<file path="src/rtl/sw_array_feeder.sv">
// rtl/sw_array_feeder.sv - Loads the query into a systolic PE chain, streams reference bases, then drains it.
module sw_array_feeder #(
    parameter int WIDTH  = 10,
    parameter int NUM_PE = 64
) (
    input  logic             clk,
    input  logic             rst,
    input  logic             start,
    input  logic [WIDTH-1:0] threshold_in,
    input  logic             q_valid,
    input  logic [1:0]       q_data,
    output logic             q_ready,
    input  logic             r_valid,
    input  logic [1:0]       r_data,
    input  logic             r_last,
    output logic             r_ready,
    input  logic             stall_in,
    output logic             stall_out,
    output logic [1:0]       S_out,
    output logic             store_S_out,
    output logic [1:0]       T_out,
    output logic             init_out,
    output logic [WIDTH-1:0] V_out,
    output logic [WIDTH-1:0] F_out,
    output logic [WIDTH-1:0] cell_score_threshold_out,
    output logic [31:0]      ref_count,
    output logic             busy,
    output logic             done
);

    localparam int CW = $clog2(NUM_PE + 1);
    localparam logic [CW-1:0] NUM_PE_C = CW'(NUM_PE);
    localparam logic [CW-1:0] LAST_Q   = CW'(NUM_PE - 1);
    // Most negative score that still leaves headroom for gap penalties.
    localparam logic [WIDTH-1:0] F_MIN = {2'b11, {(WIDTH-2){1'b0}}};

    typedef enum logic [2:0] {IDLE, LOAD, STREAM, DRAIN, FINISH} state_t;

    state_t           state_q, state_d;
    logic [WIDTH-1:0] thr_q, thr_d;
    logic [CW-1:0]    load_cnt_q, load_cnt_d;
    logic [CW-1:0]    drain_cnt_q, drain_cnt_d;
    logic [1:0]       s_q, s_d;
    logic             store_q, store_d;
    logic [1:0]       t_q, t_d;
    logic             init_q, init_d;
    logic             stall_q, stall_d;
    logic [31:0]      ref_q, ref_d;
    logic             q_acc, r_acc;

    assign q_ready = (state_q == LOAD) && !stall_in;
    assign r_ready = (state_q == STREAM) && !stall_in;
    assign q_acc   = q_valid && q_ready;
    assign r_acc   = r_valid && r_ready;

    always_comb begin
        state_d     = state_q;
        thr_d       = thr_q;
        load_cnt_d  = load_cnt_q;
        drain_cnt_d = drain_cnt_q;
        s_d         = s_q;
        store_d     = 1'b0;
        t_d         = t_q;
        init_d      = init_q;
        ref_d       = ref_q;
        stall_d     = stall_in;
        case (state_q)
            IDLE: begin
                if (start) begin
                    state_d    = LOAD;
                    thr_d      = threshold_in;
                    ref_d      = '0;
                    load_cnt_d = '0;
                end
            end
            LOAD: begin
                if (q_acc) begin
                    s_d        = q_data;
                    store_d    = 1'b1;
                    load_cnt_d = load_cnt_q + 1'b1;
                    if (load_cnt_q == LAST_Q) state_d = STREAM;
                end
            end
            STREAM: begin
                if (r_acc) begin
                    t_d    = r_data;
                    init_d = 1'b1;
                    if (ref_q != '1) ref_d = ref_q + 32'd1;
                    if (r_last) begin
                        state_d     = DRAIN;
                        drain_cnt_d = NUM_PE_C;
                    end
                end else begin
                    // Bubble: T/init hold while the whole chain is frozen.
                    stall_d = 1'b1;
                end
            end
            DRAIN: begin
                if (!stall_in) begin
                    init_d      = 1'b0;
                    t_d         = 2'd0;
                    drain_cnt_d = drain_cnt_q - 1'b1;
                    if (drain_cnt_q == CW'(1)) state_d = FINISH;
                end
            end
            FINISH:  state_d = IDLE;
            default: state_d = IDLE;
        endcase
    end

    always_ff @(posedge clk or posedge rst) begin
        if (rst) begin
            state_q     <= IDLE;
            thr_q       <= '0;
            load_cnt_q  <= '0;
            drain_cnt_q <= '0;
            s_q         <= '0;
            store_q     <= 1'b0;
            t_q         <= '0;
            init_q      <= 1'b0;
            stall_q     <= 1'b0;
            ref_q       <= '0;
        end else begin
            state_q     <= state_d;
            thr_q       <= thr_d;
            load_cnt_q  <= load_cnt_d;
            drain_cnt_q <= drain_cnt_d;
            s_q         <= s_d;
            store_q     <= store_d;
            t_q         <= t_d;
            init_q      <= init_d;
            stall_q     <= stall_d;
            ref_q       <= ref_d;
        end
    end

    assign stall_out                = stall_q;
    assign S_out                    = s_q;
    assign store_S_out              = store_q;
    assign T_out                    = t_q;
    assign init_out                 = init_q;
    assign V_out                    = '0;
    assign F_out                    = F_MIN;
    assign cell_score_threshold_out = thr_q;
    assign ref_count                = ref_q;
    assign busy                     = (state_q != IDLE);
    assign done                     = (state_q == FINISH);

endmodule

</file>
<file path="config.mk">
export PLATFORM = sky130hd
export DESIGN_NAME = sw_array_feeder
export DESIGN_NICKNAME = d
export VERILOG_FILES = /design/src/rtl/sw_array_feeder.sv
export SDC_FILE = /design/constraint.sdc
export NUM_CORES = 1
export LEC_CHECK = 0
export BUFFER_PORTS_ARGS = -buffer_cell sky130_fd_sc_hd__clkbuf_2
export CAP_MARGIN = 10
export CORE_ASPECT_RATIO = 1.75
export CORE_MARGIN = 2
export CORE_UTILIZATION = 35
export CTS_CLUSTER_SIZE = 40
export DETAILED_ROUTE_END_ITERATION = 12
export GPL_TIMING_DRIVEN = 0
export PLACE_DENSITY = 0.62
export REMOVE_ABC_BUFFERS = 1
export SLEW_MARGIN = 20
export SYNTH_ARGS = -nofsm -noshare
export SYNTH_HDL_FRONTEND = slang
export SYNTH_SLANG_ARGS = --single-unit
</file>
<file path="constraint.sdc">
create_clock -name clk -period 3.3 [get_ports clk]
set_input_delay 0.99 -clock clk [delete_from_list [all_inputs] [get_ports clk]]
set_output_delay 0.99 -clock clk [all_outputs]
set_load 0.005 [all_outputs]
</file>
==> flow_metrics.py, run 1 <==
metrics = {
    "run_status": {
        "status": "finished clean",
    },
    "timing": {
        "relSlewSlack_pct": 34.9,
        "period_minus_slack_ps": 2800,
        "finClkSkew_ps": 5.87,
        "clock.fmax_mhz": 357,
        "tns_ps": 0,
        "drv_slew": 0,
        "hold_viol": 0,
        "rsz0062_at_grt": "false",
        "fin_crit_sh_pct": 84.8,
        "setup_violations": 0,
        "worst_slew_pin_slew_ps": 974,
    },
    "clock_tree": {
        "cts.repair.resized": 0,
        "clk_pin_slew_ps": 60,
        "root_buffer": "clkbuf_16",
        "clock_latency_ps": 340,
        "cts_tree": "built",
        "cts_sinks": 66,
        "cts_hold_buf": 0,
        "cts_buffers": 9,
        "post-cts-setup-buffer-count": 0,
        "cts.htree.levels": 3,
        "clock_path_buffers": 2,
    },
    "floorplan": {
        "start_util_pct": 36.1,
        "rows": 49,
        "core_area_um2": 10300,
        "ioPinCount": 94,
        "die_x_um": 81.9,
        "dieArea_um2": 11500,
        "die_h_um": 140,
    },
    "placed_design": {
        "place_area_um2": 4160,
        "dp_cells": 595,
        "portBuffers": 73,
        "gp_congestion": 0.852,
        "dp_hpwl_mm": 6.95,
    },
    "critical_path": {
        "r2r-end": "ref_count[26]",
        "crit_type": "flip-flop to flip-flop",
        "cp.required_ps": 3500,
        "arrival_ps": 2990,
        "cp-end-kind": "flip-flop",
        "worstPathMaxFanout": 22,
        "crit_path_cell_trace": "nand4_1, or3_1, nor4_4, or2_2, o31ai_1",
        "slowest_stage": "or3_1",
        "slowest_delay_ps": 560,
        "r2r-start": "ref_count[4]",
        "r2r_slack_ps": 500,
        "critPathLaunch": "ref_count[4]",
        "worst_setup_path_start_kind": "flip-flop",
        "r2r_cells": 5,
    },
    "hold_path": {
        "min_path_cells": 2,
        "hp-class": "flip-flop to flip-flop",
        "worstHoldStart": "S_out[0]",
        "min_to": "S_out[0]",
    },
    "yosys": {
        "synth.avg_cell_area_um2": 9.08,
        "syn_inst": 410,
        "synth-main-ff-cell": "dfrtp_1",
        "yosys_warnings": 0,
        "ys_ff_latch": 66,
        "synth_edf_count": 0,
        "synth-seq-area-share_pct": 44.4,
        "synthArstFlopShare_pct": 100,
        "ys_top_cells_by_area": "dfrtp_1 44%, o31ai_1 9.5%, buf_4 4.6%",
        "synth_area_um2": 3720,
        "synth_top_area_share_pct": 44.4,
        "synth_top_area_cell": "dfrtp_1",
        "synth_cell_types": 48,
    },
    "cells_and_area": {
        "drive_gt1_share_pct": 24.2,
        "fin_util_pct": 43.7,
        "diodes": 0,
        "final_net_count": 504,
        "fin_area_um2": 4500,
        "area_growth_pct": 20.9,
        "fin_cells": 611,
        "nFillCells": 1047,
    },
    "pwr": {
        "power.density_nw_per_um2": 456,
        "p_int_mw": 1.61,
        "p_sw_mw": 0.440,
        "power_frac_comb_pct": 5.2,
        "switching_share_pct": 21.5,
        "cellLeakagePower_nw": 2.02,
        "clkPwrFrac_pct": 52.5,
        "p_seq_share_pct": 42.3,
        "power.total_mw": 2.05,
        "vdd_drop_max_uv": 326,
    },
    "routing": {
        "drc": 0,
        "wirelength_mm": 9.64,
        "ant_nets": 0,
        "dr.pass1.iters": 4,
        "vias": 3430,
        "viasPerCell": 5.61,
        "drt-initial-drc-count": 267,
        "wl_per_cell_um": 15.8,
    },
    "grt": {
        "grt_pass1_wl_mm": 16.4,
        "grt_use_total_pct": 18.2,
        "overflow": 0,
        "grt_pass1_vias": 3427,
        "antenna_found_initial": 0,
        "grt_max_degree": 52,
    },
    "job": {
        "maxCapViolations": 0,
    },
}
## cell families after synthesis
| family | Yosys count | share of synthesized area [%] |
|---|---|---|
| simple gates | 157 | 22.1 |
| xor+xnor | 2 | 0.471 |
| flops | 66 | 44.4 |
| mux | 11 | 3.33 |
| other cells | 2 | 0.202 |
| buf+inv | 53 | 7.94 |
| compound gates | 115 | 20.2 |
| fa+ha+maj | 4 | 1.35 |
## power by group through the flow
stage | logic [mW] | registers (mW) | clock network (mW)
after CTS | 0.109 | 0.867 | 1.10
after floorplan | 0.0627 | 0.877 | 0
after global placement | 0.0993 | 0.880 | 0
after detailed placement | 0.109 | 0.881 | 0
after global routing | 0.127 | 0.872 | 1.13
final | 0.107 | 0.867 | 1.08
## critical path, delay by kind of cell, from the launching register on
family	cells	cell delay, ps
DFF	1	490
and+or+nand+nor	4	2010
AOI/OAI and AO/OA	1	150
## layout make-up
| type | count | area (um2) | area share, % |
|---|---|---|---|
| Clock inverter | 4 | 72.6 | 1.61 |
| Sequential cell | 66 | 1650 | 36.7 |
| Tap cell | 127 | 159 | 3.53 |
| Multi-Input combinational cell | 309 | 1860 | 41.3 |
| Timing Repair Buffer | 79 | 437 | 9.70 |
| Clock buffer | 12 | 267 | 5.92 |
| Inverter | 14 | 55.1 | 1.22 |
## cell usage after synthesis (3+ instances only)
cell      number
dfrtp_1       66
o31ai_1       47
nand2_1       38
nor2_1        37
buf_4         23
o21ai_0       20
a21oi_1       17
nand3_1       16
inv_1         13
mux2_2        11
nand4_1       11
a31oi_1       10
nor4_1         9
buf_2          8
clkbuf_1       8
and3_1         7
or3_1          7
nor3_1         6
a41oi_1        5
o21ai_1        5
ha_1           4
and2_1         3
nor3b_1        3
o22ai_1        3
## state kept, by name, indices dropped and copies added, names as in the netlist
register	count
stall_out	1
init_out	1
T_out	2
store_S_out	1
load_cnt_q	7
S_out	2
drain_cnt_q	7
cell_score_threshold_out	10
ref_count	32
state_q	3
## through the flow
stage / setup slack, ps / hold slack (ps)
detailed placement: 400 / 469
CTS: 506 / 486
global placement: -677 / 464
finish: 503 / 487
global route: 256 / 518
floorplan: 222 / 460
## layer usage
metal	vias up	wire length, um	global-route usage, %	share of wire [%]
li1	1634	-	-	-
met1	1659	3670	20.7	38
met2	119	5110	30.6	53
met3	18	599	5.28	6.2
met4	0	265	8.42	2.7
met5	-	0	0	0
## how the worst max path moves through the flow
| stage | end | slack (ps) |
|---|---|---|
| 3_5_place_dp | drain_cnt_q[6] | 400 |
| 4_1_cts | ref_count[26] | 510 |
| 5_1_grt | ref_count[23] | 260 |
| 6_report | ref_count[26] | 500 |
| 2_1_floorplan | load_cnt_q[3] | 220 |
| 3_3_place_gp | load_cnt_q[4] | -680 |
## cells in the final DEF (no fill, tap or decap), drive strengths merged, types with 6 or more instances in the layout
cell    synthesis  layout
a21oi          17      17
a31oi          10      10
and3            7       7
buf            31       6
clkbuf          8      85
conb            2      20
dfrtp          66      66
inv            14      14
mux2           11      11
nand2          38      38
nand3          17      17
nand4          12      12
nor2           38      38
nor3            6       6
nor4           11      11
o21ai          25      25
o31ai          47      47
or3             7       7
No activity file was read; power rests on OpenSTA's default activity.
==> inputs of run 2 (changes only) <==
==> constraint.sdc (replaced) <==
create_clock -name clk -period 2.75 [get_ports clk]
set_input_delay 0.825 -clock clk [delete_from_list [all_inputs] [get_ports clk]]
set_output_delay 0.825 -clock clk [all_outputs]
set_load 0.005 [all_outputs]
==> run 2 against run 1 <==
Compared with the run above:
- clock power increased by 19%
- via count increased by 0.87%
- sequential power rose by 20%
- combinational power grew 20%
- non-clock buffer count up 7
- sequential share of layout area fell by 0.50 points
- core utilization is 0.61 points higher
- die area stayed put
- hold slack worse by 83 ps
- clock-buffer cell count did not move
- global-route usage stayed put
- critical path type unchanged
- largest cell class unchanged
==> flow_metrics.py, run 2 (same netlist as run 1, synthesis figures left out) <==
metrics = {
    "grt": {
        "grtUsageMet1_pct": 20.7,
        "grt_pass1_vias": 3427,
        "grt_use_total_pct": 18.2,
        "busiest_layer": "met2",
        "overflow": 0,
        "antenna_found_initial": 0,
        "met3_usage_pct": 5.28,
        "use_met2_pct": 30.6,
        "grt_pass1_wl_mm": 16.4,
        "grt_max_degree": 52,
    },
    "floorplan": {
        "start_util_pct": 36.1,
        "ioPinCount": 94,
        "core_area_um2": 10300,
        "dieArea_um2": 11500,
        "rows": 49,
        "die_h_um": 140,
        "die_x_um": 81.9,
    },
    "pwr": {
        "p_sw_mw": 0.530,
        "p_seq_share_pct": 42.2,
        "switching_share_pct": 21.5,
        "power.density_nw_per_um2": 540,
        "cellLeakagePower_nw": 2.06,
        "p_int_mw": 1.93,
        "clkPwrFrac_pct": 52.5,
        "power_frac_comb_pct": 5.2,
        "vdd_drop_max_uv": 391,
    },
    "job": {
        "maxCapViolations": 0,
    },
    "routing": {
        "viasPerCell": 5.60,
        "drc": 0,
        "wl_per_cell_um": 15.7,
        "wirelength_mm": 9.68,
        "dr.pass1.iters": 4,
        "ant_nets": 0,
        "drt-initial-drc-count": 247,
        "vias": 3460,
    },
    "cells_and_area": {
        "most-common-layout-cells": "73 x clkbuf_2, 66 x dfrtp_1, 47 x o31ai_1",
        "final_common_cell": "clkbuf_2",
        "nFillCells": 1042,
        "fin_area_um2": 4560,
        "area_growth_pct": 22.6,
        "final_net_count": 511,
        "diodes": 0,
        "multi_input_area_um2": 1870,
        "regArea_um2": 1650,
        "drive_gt1_share_pct": 25.7,
        "largest_reg_flops": 32,
    },
    "run_status": {
        "status": "finished clean",
    },
    "clock_tree": {
        "clk_pin_slew_ps": 60,
        "clock_path_buffers": 2,
        "cts_sinks": 66,
        "cts.htree.levels": 3,
        "cts_buffers": 9,
        "clock_latency_ps": 340,
        "cts_tree": "built",
        "cts_hold_buf": 0,
        "root_buffer": "clkbuf_16",
    },
    "placed_design": {
        "portBuffers": 73,
        "dp_hpwl_mm": 6.95,
        "gp_congestion": 0.852,
        "place_area_um2": 4160,
    },
    "critical_path": {
        "worstPathMaxFanout": 22,
        "worst_setup_path_start_kind": "flip-flop",
        "arrival_ps": 2740,
        "r2r_cells": 7,
        "r2r_slack_ps": 210,
        "crit_type": "flip-flop to flip-flop",
        "cp.required_ps": 2950,
        "cp-end-kind": "flip-flop",
        "r2r-start": "ref_count[0]",
        "critPathLaunch": "ref_count[0]",
    },
    "timing": {
        "finClkSkew_ps": 6.03,
        "fin_hold_ws_ps": 404,
        "clock.fmax_mhz": 394,
        "fin_crit_sh_pct": 92.2,
        "relSlewSlack_pct": 44.4,
        "setup_violations": 0,
        "rsz0062_at_grt": "false",
        "period_minus_slack_ps": 2540,
        "hold_viol": 0,
        "worst_slew_pin_slew_ps": 827,
        "drv_slew": 0,
    },
    "hold_path": {
        "hp-class": "input pin to async pin",
    },
}
-- run 2: what timing repair did --
action | CTS | global route
resized for setup | 1 | 2
buffers inserted | 0 | 7
endpoints found under the setup margin | 20 | 24
pin swaps | 0 | 2
endpoints found under the hold margin | 0 | 0
gates cloned | 0 | 0
-- run 2: critical path, cell delays in order, from the launching register on --
cell,delay (ps)
dfrtp_1,420
ha_1,230
nand3_1,340
or3_1,520
nor4_4,260
buf_4,190
or2_4,300
o31ai_1,130
-- run 2: final timing paths --
kind / end
worst max-delay path: ref_count[26]
worst min-delay path: ref_count[4]
worst max register to register: ref_count[26]
worst min register to register: S_out[1]
max in group asynchronous: ref_count[23]
min in group clk: S_out[1]
-- run 2: power groups by stage --
stage	combinational, mW	sequential [mW]	clock (mW)
5_1_grt	0.152	1.05	1.35
3_3_place_gp	0.119	1.06	0
3_5_place_dp	0.130	1.06	0
4_1_cts	0.131	1.04	1.32
6_report	0.128	1.04	1.29
2_1_floorplan	0.0752	1.05	0
-- run 2: per-stage QoR --
step	worst slack, ps	utilization, %	power [mW]	cells	setup TNS [ps]
after floorplan	-163	-	1.13	389	-2070
after global placement	-1060	39.5	1.17	589	-79630
after detailed placement	-36.2	40.4	1.19	595	-266
after CTS	33.1	43.7	2.49	611	0
after global routing	85.2	44.3	2.55	618	0
final	214	44.3	2.46	618	0
-- run 2: layout make-up --
type | count | share of cell area, %
well taps | 127 | 3.48
repair buffers | 86 | 10.7
inverters | 14 | 1.21
clock buffers | 12 | 5.84
flip-flops and latches | 66 | 36.2
multi-input cells | 309 | 41.0
clock inverters | 4 | 1.59
-- run 2: metal layers --
| layer | vias up | share of wire [%] | wire length, um |
|---|---|---|---|
| met5 | - | 0 | 0 |
| met1 | 1657 | 38 | 3680 |
| li1 | 1653 | - | - |
| met4 | 0 | 3.0 | 289 |
| met2 | 130 | 52 | 5070 |
| met3 | 20 | 6.6 | 641 |
